<file path="config.mk">
export PLATFORM = sky130hd
export DESIGN_NAME = axi4_lite_s_regfile
export DESIGN_NICKNAME = d
export VERILOG_FILES = /design/src/rtl/axi4_lite_pkg.sv /design/src/rtl/axi4_lite_reg_bank.sv /design/src/rtl/axi4_lite_s_regfile.sv
export SDC_FILE = /design/constraint.sdc
export NUM_CORES = 1
export LEC_CHECK = 0
export BUFFER_PORTS_ARGS = -buffer_cell sky130_fd_sc_hd__buf_4
export CAP_MARGIN = 15
export CORE_ASPECT_RATIO = 0.5
export CORE_MARGIN = 2
export CORE_UTILIZATION = 45
export DETAILED_ROUTE_END_ITERATION = 10
export HOLD_SLACK_MARGIN = 0.02
export PLACE_DENSITY = 0.71
export SLEW_MARGIN = 20
export SYNTH_ARGS = -nofsm -noshare
export SYNTH_HDL_FRONTEND = slang
export SYNTH_SLANG_ARGS = --single-unit
</file>
<file path="constraint.sdc">
create_clock -name ACLK -period 54.2 [get_ports ACLK]
set_clock_uncertainty 0.2 [all_clocks]
set_input_delay 2.71 -clock ACLK [delete_from_list [all_inputs] [get_ports ACLK]]
set_output_delay 2.71 -clock ACLK [all_outputs]
set_load 0.05 [all_outputs]
</file>
<file path="src/rtl/axi4_lite_pkg.sv">
// AXI4-Lite response codes and handshake FSM encodings shared by subordinate and master.
// Pure constants: no latency, no flow control.
package axi4_lite_pkg;

  localparam logic [1:0] RESP_OKAY   = 2'b00;
  localparam logic [1:0] RESP_EXOKAY = 2'b01;
  localparam logic [1:0] RESP_SLVERR = 2'b10;
  localparam logic [1:0] RESP_DECERR = 2'b11;

  localparam logic [1:0] W_IDLE    = 2'd0;
  localparam logic [1:0] W_COLLECT = 2'd1;
  localparam logic [1:0] W_RESP    = 2'd2;

  localparam logic [0:0] R_IDLE = 1'b0;
  localparam logic [0:0] R_DATA = 1'b1;

endpackage

</file>
<file path="src/rtl/axi4_lite_reg_bank.sv">
// Register storage with byte-strobe merge, combinational read mux and flat parallel output.
// Writes land on the clock edge of i_wr_en; no backpressure, the caller gates i_wr_en.
module axi4_lite_reg_bank
  import axi4_lite_pkg::*;
#(
  parameter int DATA_WIDTH = 32,
  parameter int NUM_REGS   = 16,
  parameter int IDX_W      = 4
) (
  input  logic                           i_clk,
  input  logic                           i_rst,
  input  logic                           i_wr_en,
  input  logic [IDX_W-1:0]               i_wr_idx,
  input  logic [DATA_WIDTH-1:0]          i_wr_data,
  input  logic [DATA_WIDTH/8-1:0]        i_wr_strb,
  input  logic [IDX_W-1:0]               i_rd_idx,
  output logic [DATA_WIDTH-1:0]          o_rd_data,
  output logic [NUM_REGS*DATA_WIDTH-1:0] o_regs
);

  logic [DATA_WIDTH-1:0] r_mem [NUM_REGS];

  always_ff @(posedge i_clk or posedge i_rst) begin
    if (i_rst) begin
      for (int i = 0; i < NUM_REGS; i++) r_mem[i] <= '0;
    end else if (i_wr_en) begin
      for (int b = 0; b < DATA_WIDTH/8; b++) begin
        if (i_wr_strb[b]) r_mem[i_wr_idx][b*8 +: 8] <= i_wr_data[b*8 +: 8];
      end
    end
  end

  // Combinational read sees the pre-commit value when a read and write coincide.
  assign o_rd_data = r_mem[i_rd_idx];

  for (genvar g = 0; g < NUM_REGS; g++) begin : g_flat
    assign o_regs[g*DATA_WIDTH +: DATA_WIDTH] = r_mem[g];
  end

endmodule

</file>
<file path="src/rtl/axi4_lite_s_regfile.sv">
// AXI4-Lite subordinate onto a register bank; AW+W same cycle -> BVALID next cycle, AR -> RVALID next cycle.
// READY drops while a response is pending or an AW/W beat is held; VALID never depends on READY.
module axi4_lite_s_regfile
  import axi4_lite_pkg::*;
#(
  parameter int DATA_WIDTH = 32,
  parameter int ADDR_WIDTH = 32,
  parameter int NUM_REGS   = 16
) (
  input  logic                           ACLK,
  input  logic                           ARESET,
  input  logic [ADDR_WIDTH-1:0]          AWADDR,
  input  logic [2:0]                     AWPROT,
  input  logic                           AWVALID,
  output logic                           AWREADY,
  input  logic [DATA_WIDTH-1:0]          WDATA,
  input  logic [DATA_WIDTH/8-1:0]        WSTRB,
  input  logic                           WVALID,
  output logic                           WREADY,
  output logic [1:0]                     BRESP,
  output logic                           BVALID,
  input  logic                           BREADY,
  input  logic [ADDR_WIDTH-1:0]          ARADDR,
  input  logic [2:0]                     ARPROT,
  input  logic                           ARVALID,
  output logic                           ARREADY,
  output logic [DATA_WIDTH-1:0]          RDATA,
  output logic [1:0]                     RRESP,
  output logic                           RVALID,
  input  logic                           RREADY,
  output logic [NUM_REGS*DATA_WIDTH-1:0] regs_o
);

  localparam int IDX_W    = $clog2(NUM_REGS);
  localparam int ADDR_LSB = $clog2(DATA_WIDTH/8);
  localparam logic [IDX_W:0] LP_NUM_REGS = NUM_REGS[IDX_W:0];

  if (DATA_WIDTH != 32 && DATA_WIDTH != 64) begin : g_bad_data_width
    $error("axi4_lite_s_regfile: DATA_WIDTH must be 32 or 64");
  end
  if (ADDR_WIDTH < ADDR_LSB + IDX_W || NUM_REGS < 2) begin : g_bad_geometry
    $error("axi4_lite_s_regfile: ADDR_WIDTH too small or NUM_REGS < 2");
  end

  function automatic logic f_in_range(input logic [ADDR_WIDTH-1:0] a);
    logic [IDX_W:0] v_idx;
    v_idx = {1'b0, a[ADDR_LSB +: IDX_W]};
    return ((a >> (ADDR_LSB + IDX_W)) == '0) && (v_idx < LP_NUM_REGS);
  endfunction

  logic [1:0]              r_w_state;
  logic                    r_aw_held, r_w_held;
  logic [ADDR_WIDTH-1:0]   r_awaddr;
  logic [DATA_WIDTH-1:0]   r_wdata;
  logic [DATA_WIDTH/8-1:0] r_wstrb;
  logic [1:0]              r_bresp;
  logic [0:0]              r_r_state;
  logic [DATA_WIDTH-1:0]   r_rdata;
  logic [1:0]              r_rresp;

  logic                    w_bvalid, w_rvalid, w_aw_hs, w_w_hs, w_ar_hs, w_commit, w_wr_ok;
  logic [ADDR_WIDTH-1:0]   w_waddr;
  logic [DATA_WIDTH-1:0]   w_wdata, w_bank_rd;
  logic [DATA_WIDTH/8-1:0] w_wstrb;
  logic                    w_unused;

  assign w_bvalid = (r_w_state == W_RESP);
  assign w_rvalid = (r_r_state == R_DATA);
  assign AWREADY  = ~r_aw_held & ~w_bvalid & ~ARESET;
  assign WREADY   = ~r_w_held & ~w_bvalid & ~ARESET;
  assign ARREADY  = ~w_rvalid & ~ARESET;
  assign w_aw_hs  = AWVALID & AWREADY;
  assign w_w_hs   = WVALID & WREADY;
  assign w_ar_hs  = ARVALID & ARREADY;

  // A beat still handshaking this cycle is forwarded so AW+W together commit without a bubble.
  assign w_waddr  = r_aw_held ? r_awaddr : AWADDR;
  assign w_wdata  = r_w_held ? r_wdata : WDATA;
  assign w_wstrb  = r_w_held ? r_wstrb : WSTRB;
  assign w_commit = ~w_bvalid & (r_aw_held | w_aw_hs) & (r_w_held | w_w_hs);
  assign w_wr_ok  = f_in_range(w_waddr);

  always_ff @(posedge ACLK or posedge ARESET) begin
    if (ARESET) begin
      r_w_state <= W_IDLE;
      r_aw_held <= 1'b0;
      r_w_held  <= 1'b0;
      r_awaddr  <= '0;
      r_wdata   <= '0;
      r_wstrb   <= '0;
      r_bresp   <= RESP_OKAY;
    end else begin
      if (w_aw_hs) begin
        r_aw_held <= 1'b1;
        r_awaddr  <= AWADDR;
      end
      if (w_w_hs) begin
        r_w_held <= 1'b1;
        r_wdata  <= WDATA;
        r_wstrb  <= WSTRB;
      end
      case (r_w_state)
        W_IDLE, W_COLLECT: begin
          if (w_commit) begin
            r_w_state <= W_RESP;
            r_bresp   <= w_wr_ok ? RESP_OKAY : RESP_SLVERR;
          end else if (w_aw_hs | w_w_hs) begin
            r_w_state <= W_COLLECT;
          end
        end
        W_RESP: begin
          if (BREADY) begin
            r_w_state <= W_IDLE;
            r_aw_held <= 1'b0;
            r_w_held  <= 1'b0;
          end
        end
        default: r_w_state <= W_IDLE;
      endcase
    end
  end

  always_ff @(posedge ACLK or posedge ARESET) begin
    if (ARESET) begin
      r_r_state <= R_IDLE;
      r_rdata   <= '0;
      r_rresp   <= RESP_OKAY;
    end else if (w_ar_hs) begin
      r_r_state <= R_DATA;
      r_rdata   <= f_in_range(ARADDR) ? w_bank_rd : '0;
      r_rresp   <= f_in_range(ARADDR) ? RESP_OKAY : RESP_SLVERR;
    end else if (w_rvalid && RREADY) begin
      r_r_state <= R_IDLE;
    end
  end

  axi4_lite_reg_bank #(
    .DATA_WIDTH (DATA_WIDTH),
    .NUM_REGS   (NUM_REGS),
    .IDX_W      (IDX_W)
  ) u_bank (
    .i_clk     (ACLK),
    .i_rst     (ARESET),
    .i_wr_en   (w_commit & w_wr_ok),
    .i_wr_idx  (w_waddr[ADDR_LSB +: IDX_W]),
    .i_wr_data (w_wdata),
    .i_wr_strb (w_wstrb),
    .i_rd_idx  (ARADDR[ADDR_LSB +: IDX_W]),
    .o_rd_data (w_bank_rd),
    .o_regs    (regs_o)
  );

  assign BVALID   = w_bvalid;
  assign BRESP    = r_bresp;
  assign RVALID   = w_rvalid;
  assign RDATA    = r_rdata;
  assign RRESP    = r_rresp;
  assign w_unused = &{1'b0, AWPROT, ARPROT};

endmodule

</file>
==> run_results.csv, run 1 <==
group,metric,value,unit
final_layout,instances_no_fill,3364,
timing,timing.fmax,151.7,MHz
detailed_routing,routed_wl,100.7,mm
final_layout,drive_gt1_share,64.11,%
timing,slew_violations,0,
placed_design,hpwl,69.55,mm
final_layout,stdcell_area,37750,µm²
global_route,grt_max_degree,172,
power,power,1.127,mW
global_route,gr-usage-all-layers,28.72,%
setup_path,crit_fanout,7,
logic_synthesis,ys_ff_latch,617,
clock_network,htreeDepth,2,
timing,min_period,6594,ps
placed_design,portBuffers,653,
clock_network,clockBufferDepth,3,
setup_path,start_kind,"primary input",
global_route,grt_pass1_vias,19912,
timing,setup-violations-final,0,
setup_path,crit_type,"in2out",
clock_network,cts_hold_buf,0,
power,p_per_area,29.85,nW/µm²
logic_synthesis,ys_async_sr_fraction,100.0,%
clock_network,cts_tree,"yes",
setup_path,worstPathArrival,3680,ps
logic_synthesis,synth_warnings,0,
global_route,grt_pass1_wl,145.2,mm
clock_network,cts_buffers,56,
global_route,grt_antenna_before_repair,6,
die,dieArea,68770,µm²
clock_network,clk_pin_slew,60,ps
clock_network,post_cts_resized,0,
logic_synthesis,syn_area_per_cell,16.75,µm²
logic_synthesis,synth_edf_count,0,
placed_design,dp_cells,3256,
die,dieWidth,368.9,µm
detailed_routing,ant_nets,0,
timing,worst_slack,47610,ps
detailed_routing,viasPerCell,5.964,
logic_synthesis,synthFlopType,"dfrtp_1",
logic_synthesis,synthCells,1788,
detailed_routing,vias,20062,
setup_path,cp_data_required_time,51290,ps
worst_hold_path,worstHoldPathType,"reg2reg",
timing,setup_tns,0,ps
run_status,outcome,"complete, no violations",
logic_synthesis,syn_area,29950,µm²
placed_design,place_area,35830,µm²
power,irDropWorstVdd,24.79,µV
die,ioPinCount,666,
die,coreArea,65400,µm²
final_layout,fillers,5223,
die,die_h,186.4,µm
timing,slew_headroom,17.81,%
global_route,grt.overflow.total,0,
clock_network,cts_setup_buffers,0,
placed_design,place_congestion,0.9072,
power,p_leak,17.80,nW
clock_network,insertion_delay,600,ps
clock_network,clock-root-buffer,"clkbuf_16",
logic_synthesis,synth_cell_type_count,41,
detailed_routing,wire_per_inst,29.93,µm
detailed_routing,drc_errors,0,
detailed_routing,dr.pass1.iters,5,
die,start_util,45.80,%
placed_design,place_ws,47620,ps
timing,hold_violations,0,
final_layout,nets,2545,
timing,post-route-period-util,12.17,%
timing,worstMarginPinSlew,1233,ps
die,placementRows,66,
setup_path,crit_path_end_kind,"output port",
clock_network,cts_sinks,617,
detailed_routing,first_iter_violations,1481,
final_layout,syn_to_final_growth,26.03,%
timing,grt_setup_unrepaired,"false",
flow_run,cap_violations,0,
logic_synthesis,seq_area_frac_synth,51.54,%
-- cell families (layout without fill, tap and decap cells) --
kind of cell           after synthesis  count (layout)  share of synthesized area (%)
muxes                              739             739                          35.90
DFF                                617             617                          51.54
AOI/OAI and AO/OA                  182             182                          8.496
buffers and inverters              128             813                          2.055
and+or+nand+nor                    121             121                          1.997
other                                1               8                        0.01252
-- per-layer routing --
metal  vias to the layer above  global-route usage (%)  part of all wire [%]
li1                       8155                       -                     -
met1                     10817                   36.88                    39
met2                       807                   47.56                    50
met3                       283                   4.392                   5.3
met4                         0                   14.55                   5.9
met5                         -                       0                     0
-- power by group --
group	leakage [nW]	total, mW	internal, mW	switching (mW)
clock network	0.923	0.417	0.239	0.178
registers	8.47	0.503	0.487	0.0162
logic	8.41	0.206	0.0635	0.143
-- worst max-delay path, cell delays in order --
cell and delay, ps:
buf_4 160, nor3_1 490, buf_4 310
-- cells in the final DEF (no fill, tap or decap), types with 5 or more instances in the layout --
master,count
a2111oi_4,64
buf_4,701
bufinv_16,6
clkbuf_1,19
clkbuf_16,57
clkbuf_8,13
clkinv_2,5
dfrtp_1,616
diode_2,6
mux2_1,15
mux2_2,331
mux2_4,264
mux4_2,128
nand2_1,57
nand2b_1,7
nor2_1,5
nor2b_1,7
nor3_1,9
nor4_1,13
o21ai_0,7
o22ai_1,64
o31ai_1,34
-- sequential cells by signal, indices dropped and copies added, names as in the netlist --
name,count
r_awaddr,30
BRESP,1
u_bank.o_regs,512
RVALID,1
r_wstrb,4
r_aw_held,1
RRESP,1
r_wdata,32
r_w_held,1
r_w_state,2
RDATA,32
-- metrics by stage --
stage | hold slack [ps] | util [%]
2_1_floorplan | 223.9 | -
3_3_place_gp | 235.4 | 54.74
3_5_place_dp | 255.1 | 54.79
4_1_cts | 262.0 | 57.67
5_1_grt | 279.7 | 57.72
6_report | 258.4 | 57.72
-- cells in the mapped netlist (5+ instances only) --
library cell,n,share of area [%]
mux2_4,264,13
buf_6,7,0.26
o21ai_0,7,0.12
nand2_1,58,0.73
nor4_1,13,0.27
o31ai_1,34,0.85
clkbuf_1,69,0.86
nand2b_1,9,0.19
buf_2,15,0.25
nor2b_1,7,0.15
mux2_2,331,12
inv_1,5,0.063
dfrtp_1,617,52
o22ai_1,64,1.3
mux2_1,15,0.56
nor2_1,5,0.063
buf_1,24,0.30
mux4_2,128,9.6
a2111oi_4,64,5.9
buf_8,5,0.25
nor3_1,9,0.15
-- area by class of cell --
cell class / count / area (µm²) / share of cell area [%]
diodes: 6 / 15.01 / 0.03977
clock inverters: 11 / 205.2 / 0.5435
inverters: 6 / 30.03 / 0.07954
clock buffers: 89 / 1677 / 4.441
multi-input cells: 1044 / 13930 / 36.90
flip-flops and latches: 617 / 15440 / 40.90
repair buffers: 707 / 5348 / 14.16
well taps: 884 / 1106 / 2.930
-- path summary, 6_finish.rpt --
path / from / cells after the start / slack (ps) / to
worst max-delay path: ARESET / 3 / 47610 / AWREADY
worst min-delay path: r_w_state[1]$_DFFE_PP0P_ / 1 / 260 / r_w_state[0]$_DFFE_PP0P_
worst max register to register: r_aw_held$_DFF_PP0_ / 6 / 49880 / u_bank.o_regs[2]$_DFFE_PP0P_
worst min register to register: r_w_state[1]$_DFFE_PP0P_ / 1 / 260 / r_w_state[0]$_DFFE_PP0P_
max in group asynchronous: ARESET / 3 / 50160 / u_bank.o_regs[183]$_DFFE_PP0P_
min in group asynchronous: ARESET / 2 / 2150 / r_wstrb[2]$_DFFE_PP0P_
(Power assumes the default switching activity.)
==> run 2, diff against run 1 <==
Settings changed: PLACE_DENSITY 0.71 to 0.74.
Clock period 54.2 ns to 5.9 ns, I/O delays scaled along.
==> run 2 against run 1 <==
Sequential share of layout area shrank 0.77 points. Wire length grew 1.5%. Critical path type is now reg2reg. Largest cell class unchanged. Die area is the same. Flip-flop and latch count is the same. Register-to-register slack lost 48000 ps.
==> run_results.csv, run 2 (synthesized netlist as in run 1, its figures left out) <==
group,metric,value,unit
timing,slew_headroom,20.00,%
placed_design,place_congestion,0.9172,
setup_path,worstPathArrival,4700,ps
timing,timing.fmax,226.5,MHz
timing,worstMarginPinSlew,1200,ps
power,power,10.54,mW
final_layout,syn_to_final_growth,28.46,%
detailed_routing,wire_per_inst,29.90,µm
clock_network,clockBufferDepth,3,
global_route,grt_max_degree,183,
timing,setup_tns,0,ps
global_route,grt_pass1_wl,147.3,mm
setup_path,r2r-end,"u_bank.o_regs[450]$_DFFE_PP0P_",
timing,worst_slack,1484,ps
placed_design,hpwl,69.50,mm
setup_path,crit_start,"r_aw_held$_DFF_PP0_",
clock_network,htreeDepth,2,
die,die_h,186.4,µm
setup_path,worstPathCellList,"nor4_1, nand4_1, or4_4, buf_4, a2111oi_4, mux2_4",
global_route,grt.overflow.total,0,
global_route,grt_antenna_before_repair,1,
final_layout,layout_commonest_cell,"buf_4",
setup_path,crit_type,"reg2reg",
die,coreArea,65400,µm²
final_layout,largest_register_ff_count,512,
placed_design,place_ws,1520,ps
global_route,met2_usage,47.34,%
setup_path,max_stage_delay,1120,ps
timing,hold_violations,0,
final_layout,nets,2604,
clock_network,insertion_delay,610,ps
clock_network,cts_tree,"yes",
timing,post-route-period-util,74.84,%
die,placementRows,66,
clock_network,cts_sinks,617,
detailed_routing,drc_errors,0,
setup_path,start_kind,"flip-flop",
flow_run,cap_violations,0,
die,dieWidth,368.9,µm
power,p_per_area,273.8,nW/µm²
setup_path,crit_fanout,34,
final_layout,final_util,58.84,%
worst_hold_path,worstHoldPathType,"in2reg",
clock_network,clk_pin_slew,70,ps
die,ioPinCount,666,
setup_path,critPathBufInv,1,
detailed_routing,viasPerCell,5.935,
placed_design,place_area,35770,µm²
final_layout,layout_common_cells,"686 x buf_4, 616 x dfrtp_1, 331 x mux2_2",
detailed_routing,ant_nets,0,
die,start_util,45.80,%
timing,setup-violations-final,0,
setup_path,rr_startpoint,"r_aw_held$_DFF_PP0_",
global_route,met1_usage,37.68,%
timing,min_period,4416,ps
worst_hold_path,hold_depth,4,
clock_network,post_cts_resized,0,
final_layout,stdcell_area,38480,µm²
power,irDropWorstVdd,262.8,µV
die,dieArea,68770,µm²
timing,slew_violations,0,
placed_design,portBuffers,653,
global_route,grt.busiest_layer,"met2",
detailed_routing,routed_wl,102.2,mm
setup_path,r2r_slack,1480,ps
global_route,grt_pass1_vias,20446,
setup_path,crit_family,"simple AND/OR/NAND/NOR gates",
detailed_routing,vias,20287,
timing,grt_setup_unrepaired,"false",
global_route,grt.met3_usage,4.730,%
setup_path,r2r_cells,6,
setup_path,cp_data_required_time,6180,ps
setup_path,crit_cells,6,
global_route,gr-usage-all-layers,29.12,%
detailed_routing,first_iter_violations,1678,
setup_path,crit_slowest_cell,"a2111oi_4",
power,p_leak,18.09,nW
clock_network,clock-root-buffer,"clkbuf_16",
clock_network,cts_buffers,55,
detailed_routing,dr.pass1.iters,5,
worst_hold_path,hp-start,"WVALID",
setup_path,crit_path_end_kind,"flip-flop",
setup_path,endpoint,"u_bank.o_regs[450]$_DFFE_PP0P_",
run_status,outcome,"complete, no violations",
final_layout,drive_gt1_share,62.52,%
## run 2: worst min-delay path, delay by kind of cell
| kind | cells | cell delay, ps |
|---|---|---|
| compound gates | 1 | 200 |
| buf+inv | 1 | 130 |
| simple gates | 2 | 310 |
## run 2: area by class of cell
| class | instances | area [µm²] |
|---|---|---|
| fillers | 5057 | 26920 |
| flip-flops and latches | 617 | 15440 |
| multi-input cells | 1044 | 13930 |
| repair buffers | 767 | 6033 |
| clock buffers | 76 | 1598 |
| well taps | 884 | 1106 |
| clock inverters | 22 | 340.3 |
| inverters | 6 | 26.28 |
| diodes | 2 | 5.005 |
## run 2: worst min-delay path by stage
| stage | end | slack [ps] |
|---|---|---|
| 6_report | r_w_state[0]$_DFFE_PP0P_ | 180 |
| 4_1_cts | RDATA[15]$_DFFE_PP0P_ | 160 |
| 5_1_grt | r_w_state[0]$_DFFE_PP0P_ | 210 |
| 3_5_place_dp | r_w_state[0]$_DFFE_PP0P_ | 240 |
| 3_3_place_gp | r_w_state[0]$_DFFE_PP0P_ | 230 |
| 2_1_floorplan | r_w_held$_DFF_PP0_ | 180 |
## run 2: routing by layer
layer	vias to the layer above	share of wire (%)	routed length (µm)
li1	8262	-	-
met1	10883	40	40510
met2	822	49	49760
met3	320	5.2	5284
met4	0	6.5	6637
met5	-	0	0
## run 2: per-stage QoR
stage          hold WS, ps  cells
4_1_cts              155.4   3412
3_3_place_gp         234.6   3243
6_report             183.8   3418
2_1_floorplan        180.6   1789
3_5_place_dp         238.1   3243
5_1_grt              210.2   3417
## run 2: repair_timing
action | 4_1_cts | 5_1_grt
hold buffers | 71 | 0
hold endpoints to repair | 97 | 0
buffers inserted | 0 | 0
## run 2: power breakdown
part           internal [mW]  switching [mW]
Combinational          0.625            1.29
Clock                   2.28            1.66
Sequential              4.47           0.202
Total                   7.38            3.16
==> run 3, diff against run 2 <==
Settings changed: PLACE_DENSITY 0.74 to 0.71.
Clock period 5.9 ns to 4.08 ns, I/O delays scaled along.
==> run 3 against run 2 <==
Hold slack got worse by 110 ps. Register-to-register slack got worse by 860 ps. Final area increased by 1.3%. First-iteration DRC count decreased by 7.3%. Largest cell class unchanged.
==> run_results.csv, run 3 (synthesized netlist as in run 1, its figures left out) <==
group,metric,value,unit
die,die_h,186.4,µm
clock_network,cts_tree,"yes",
power,sw_frac_of_total,30.21,%
clock_network,clockBufferDepth,3,
clock_network,clk_pin_slew,70,ps
placed_design,place_ws,685.3,ps
power,p_per_area,391.5,nW/µm²
setup_path,start_kind,"flip-flop",
power,irDropWorstVdd,342.4,µV
worst_hold_path,hold_depth,5,
clock_network,insertion_delay,620,ps
setup_path,r2r_slack,620,ps
detailed_routing,vias,20496,
setup_path,r2r-end,"u_bank.o_regs[152]$_DFFE_PP0P_",
placed_design,place_area,36340,µm²
setup_path,r2r_cells,6,
setup_path,crit_path_end_kind,"flip-flop",
worst_hold_path,worstHoldPathType,"in2reg",
global_route,grt_pass1_vias,21193,
detailed_routing,routed_wl,103.9,mm
global_route,met1_usage,38.17,%
final_layout,largest_register_ff_count,512,
run_status,outcome,"complete, no violations",
final_layout,instances_no_fill,3481,
final_layout,layout_common_cells,"746 x buf_4, 616 x dfrtp_1, 331 x mux2_2",
die,ioPinCount,666,
clock_network,clock-root-buffer,"clkbuf_16",
setup_path,rr_startpoint,"r_aw_held$_DFF_PP0_",
die,dieWidth,368.9,µm
die,placementRows,66,
final_layout,drive_gt1_share,63.34,%
global_route,grt.busiest_layer,"met2",
timing,setup_tns,0,ps
final_layout,stdcell_area,38980,µm²
setup_path,worstPathCellList,"inv_2, o31ai_1, nand2_1, a2111oi_4, buf_4, mux2_4",
timing,timing.fmax,289.1,MHz
die,dieArea,68770,µm²
power,power.switching,4.610,mW
placed_design,portBuffers,653,
detailed_routing,viasPerCell,5.888,
power,p_seq_share,44.2,%
setup_path,crit_fanout,20,
placed_design,place_congestion,0.8709,
flow_run,cap_violations,0,
timing,grt_setup_unrepaired,"false",
timing,post-route-period-util,84.77,%
global_route,grt_pass1_wl,151.4,mm
detailed_routing,dr.pass1.iters,5,
placed_design,hpwl,70.63,mm
timing,min_period,3459,ps
timing,worst_slack,621.4,ps
global_route,grt_antenna_before_repair,1,
detailed_routing,wire_per_inst,29.86,µm
clock_network,cts_setup_buffers,0,
setup_path,crit_type,"reg2reg",
detailed_routing,drc_errors,0,
power,p_comb_share,18.6,%
timing,setup-violations-final,0,
timing,hold_violations,0,
clock_network,cts_sinks,617,
setup_path,max_stage_delay,790,ps
final_layout,num_antenna_cells,0,
global_route,grt.overflow.total,0,
timing,slew_headroom,29.51,%
timing,slew_violations,0,
final_layout,syn_to_final_growth,30.14,%
global_route,gr-usage-all-layers,29.78,%
global_route,grt.met3_usage,5.172,%
power,clkPwrFrac,37.2,%
power,power,15.26,mW
final_layout,nets,2666,
detailed_routing,ant_nets,0,
placed_design,dp_cells,3309,
final_layout,fillers,5055,
detailed_routing,first_iter_violations,1556,
worst_hold_path,hp-start,"ARADDR[5]",
worst_hold_path,whs_endpoint,"RDATA[0]$_DFFE_PP0P_",
clock_network,cts_buffers,55,
global_route,grt_max_degree,137,
setup_path,worstPathArrival,3750,ps
timing,worstMarginPinSlew,1057,ps
power,power.internal,10.65,mW
setup_path,cp_data_required_time,4380,ps
die,coreArea,65400,µm²
clock_network,htreeDepth,2,
global_route,met2_usage,49.12,%
final_layout,final_util,59.61,%
timing,whs,78.70,ps
setup_path,crit_slowest_cell,"dfrtp_1",
die,start_util,45.80,%
power,p_leak,18.42,nW
final_layout,layout_commonest_cell,"buf_4",
## run 3: power by group through the flow
stage	clock network [mW]	registers, mW	logic (mW)
2_1_floorplan	0	6.73	2.00
3_3_place_gp	0	6.83	2.68
3_5_place_dp	0	6.86	2.73
4_1_cts	5.75	6.74	2.81
5_1_grt	6.02	6.79	3.02
6_report	5.68	6.75	2.83
## run 3: final cells by class
class	count	area, µm²	share of cell area, %
clock buffer	79	1609	4.127
clock inverter	22	327.8	0.8409
inverter	6	26.28	0.06740
multi-input combinational	1044	13930	35.74
sequential	617	15440	39.61
tap	884	1106	2.837
timing repair buffer	829	6543	16.78
## run 3: metal layers
layer | wire [µm] | part of all wire (%)
met5 | 13 | 0.013
met2 | 50910 | 49
met4 | 6252 | 6.0
met1 | 40620 | 39
met3 | 6146 | 5.9
## run 3: worst max-delay path by stage
stage,startpoint,endpoint,cells after the start
floorplan,ARESET,BRESP[1]$_DFFE_PP0P_,1
global placement,r_aw_held$_DFF_PP0_,u_bank.o_regs[283]$_DFFE_PP0P_,6
detailed placement,r_aw_held$_DFF_PP0_,u_bank.o_regs[287]$_DFFE_PP0P_,6
CTS,r_aw_held$_DFF_PP0_,u_bank.o_regs[280]$_DFFE_PP0P_,6
global route,r_aw_held$_DFF_PP0_,u_bank.o_regs[131]$_DFFE_PP0P_,6
finish,r_aw_held$_DFF_PP0_,u_bank.o_regs[152]$_DFFE_PP0P_,6
## run 3: critical path, delay by kind of cell (launching register included)
family	cells	cell delay, ps
AO/OA/AOI/OAI	2	990
buffers and inverters	2	550
flip-flops	1	790
multiplexers	1	320
AND/OR/NAND/NOR	1	470
## run 3: repair_timing
item,CTS,global route
hold buffers,71,0
hold endpoints to repair,252,0
resized for setup,0,0
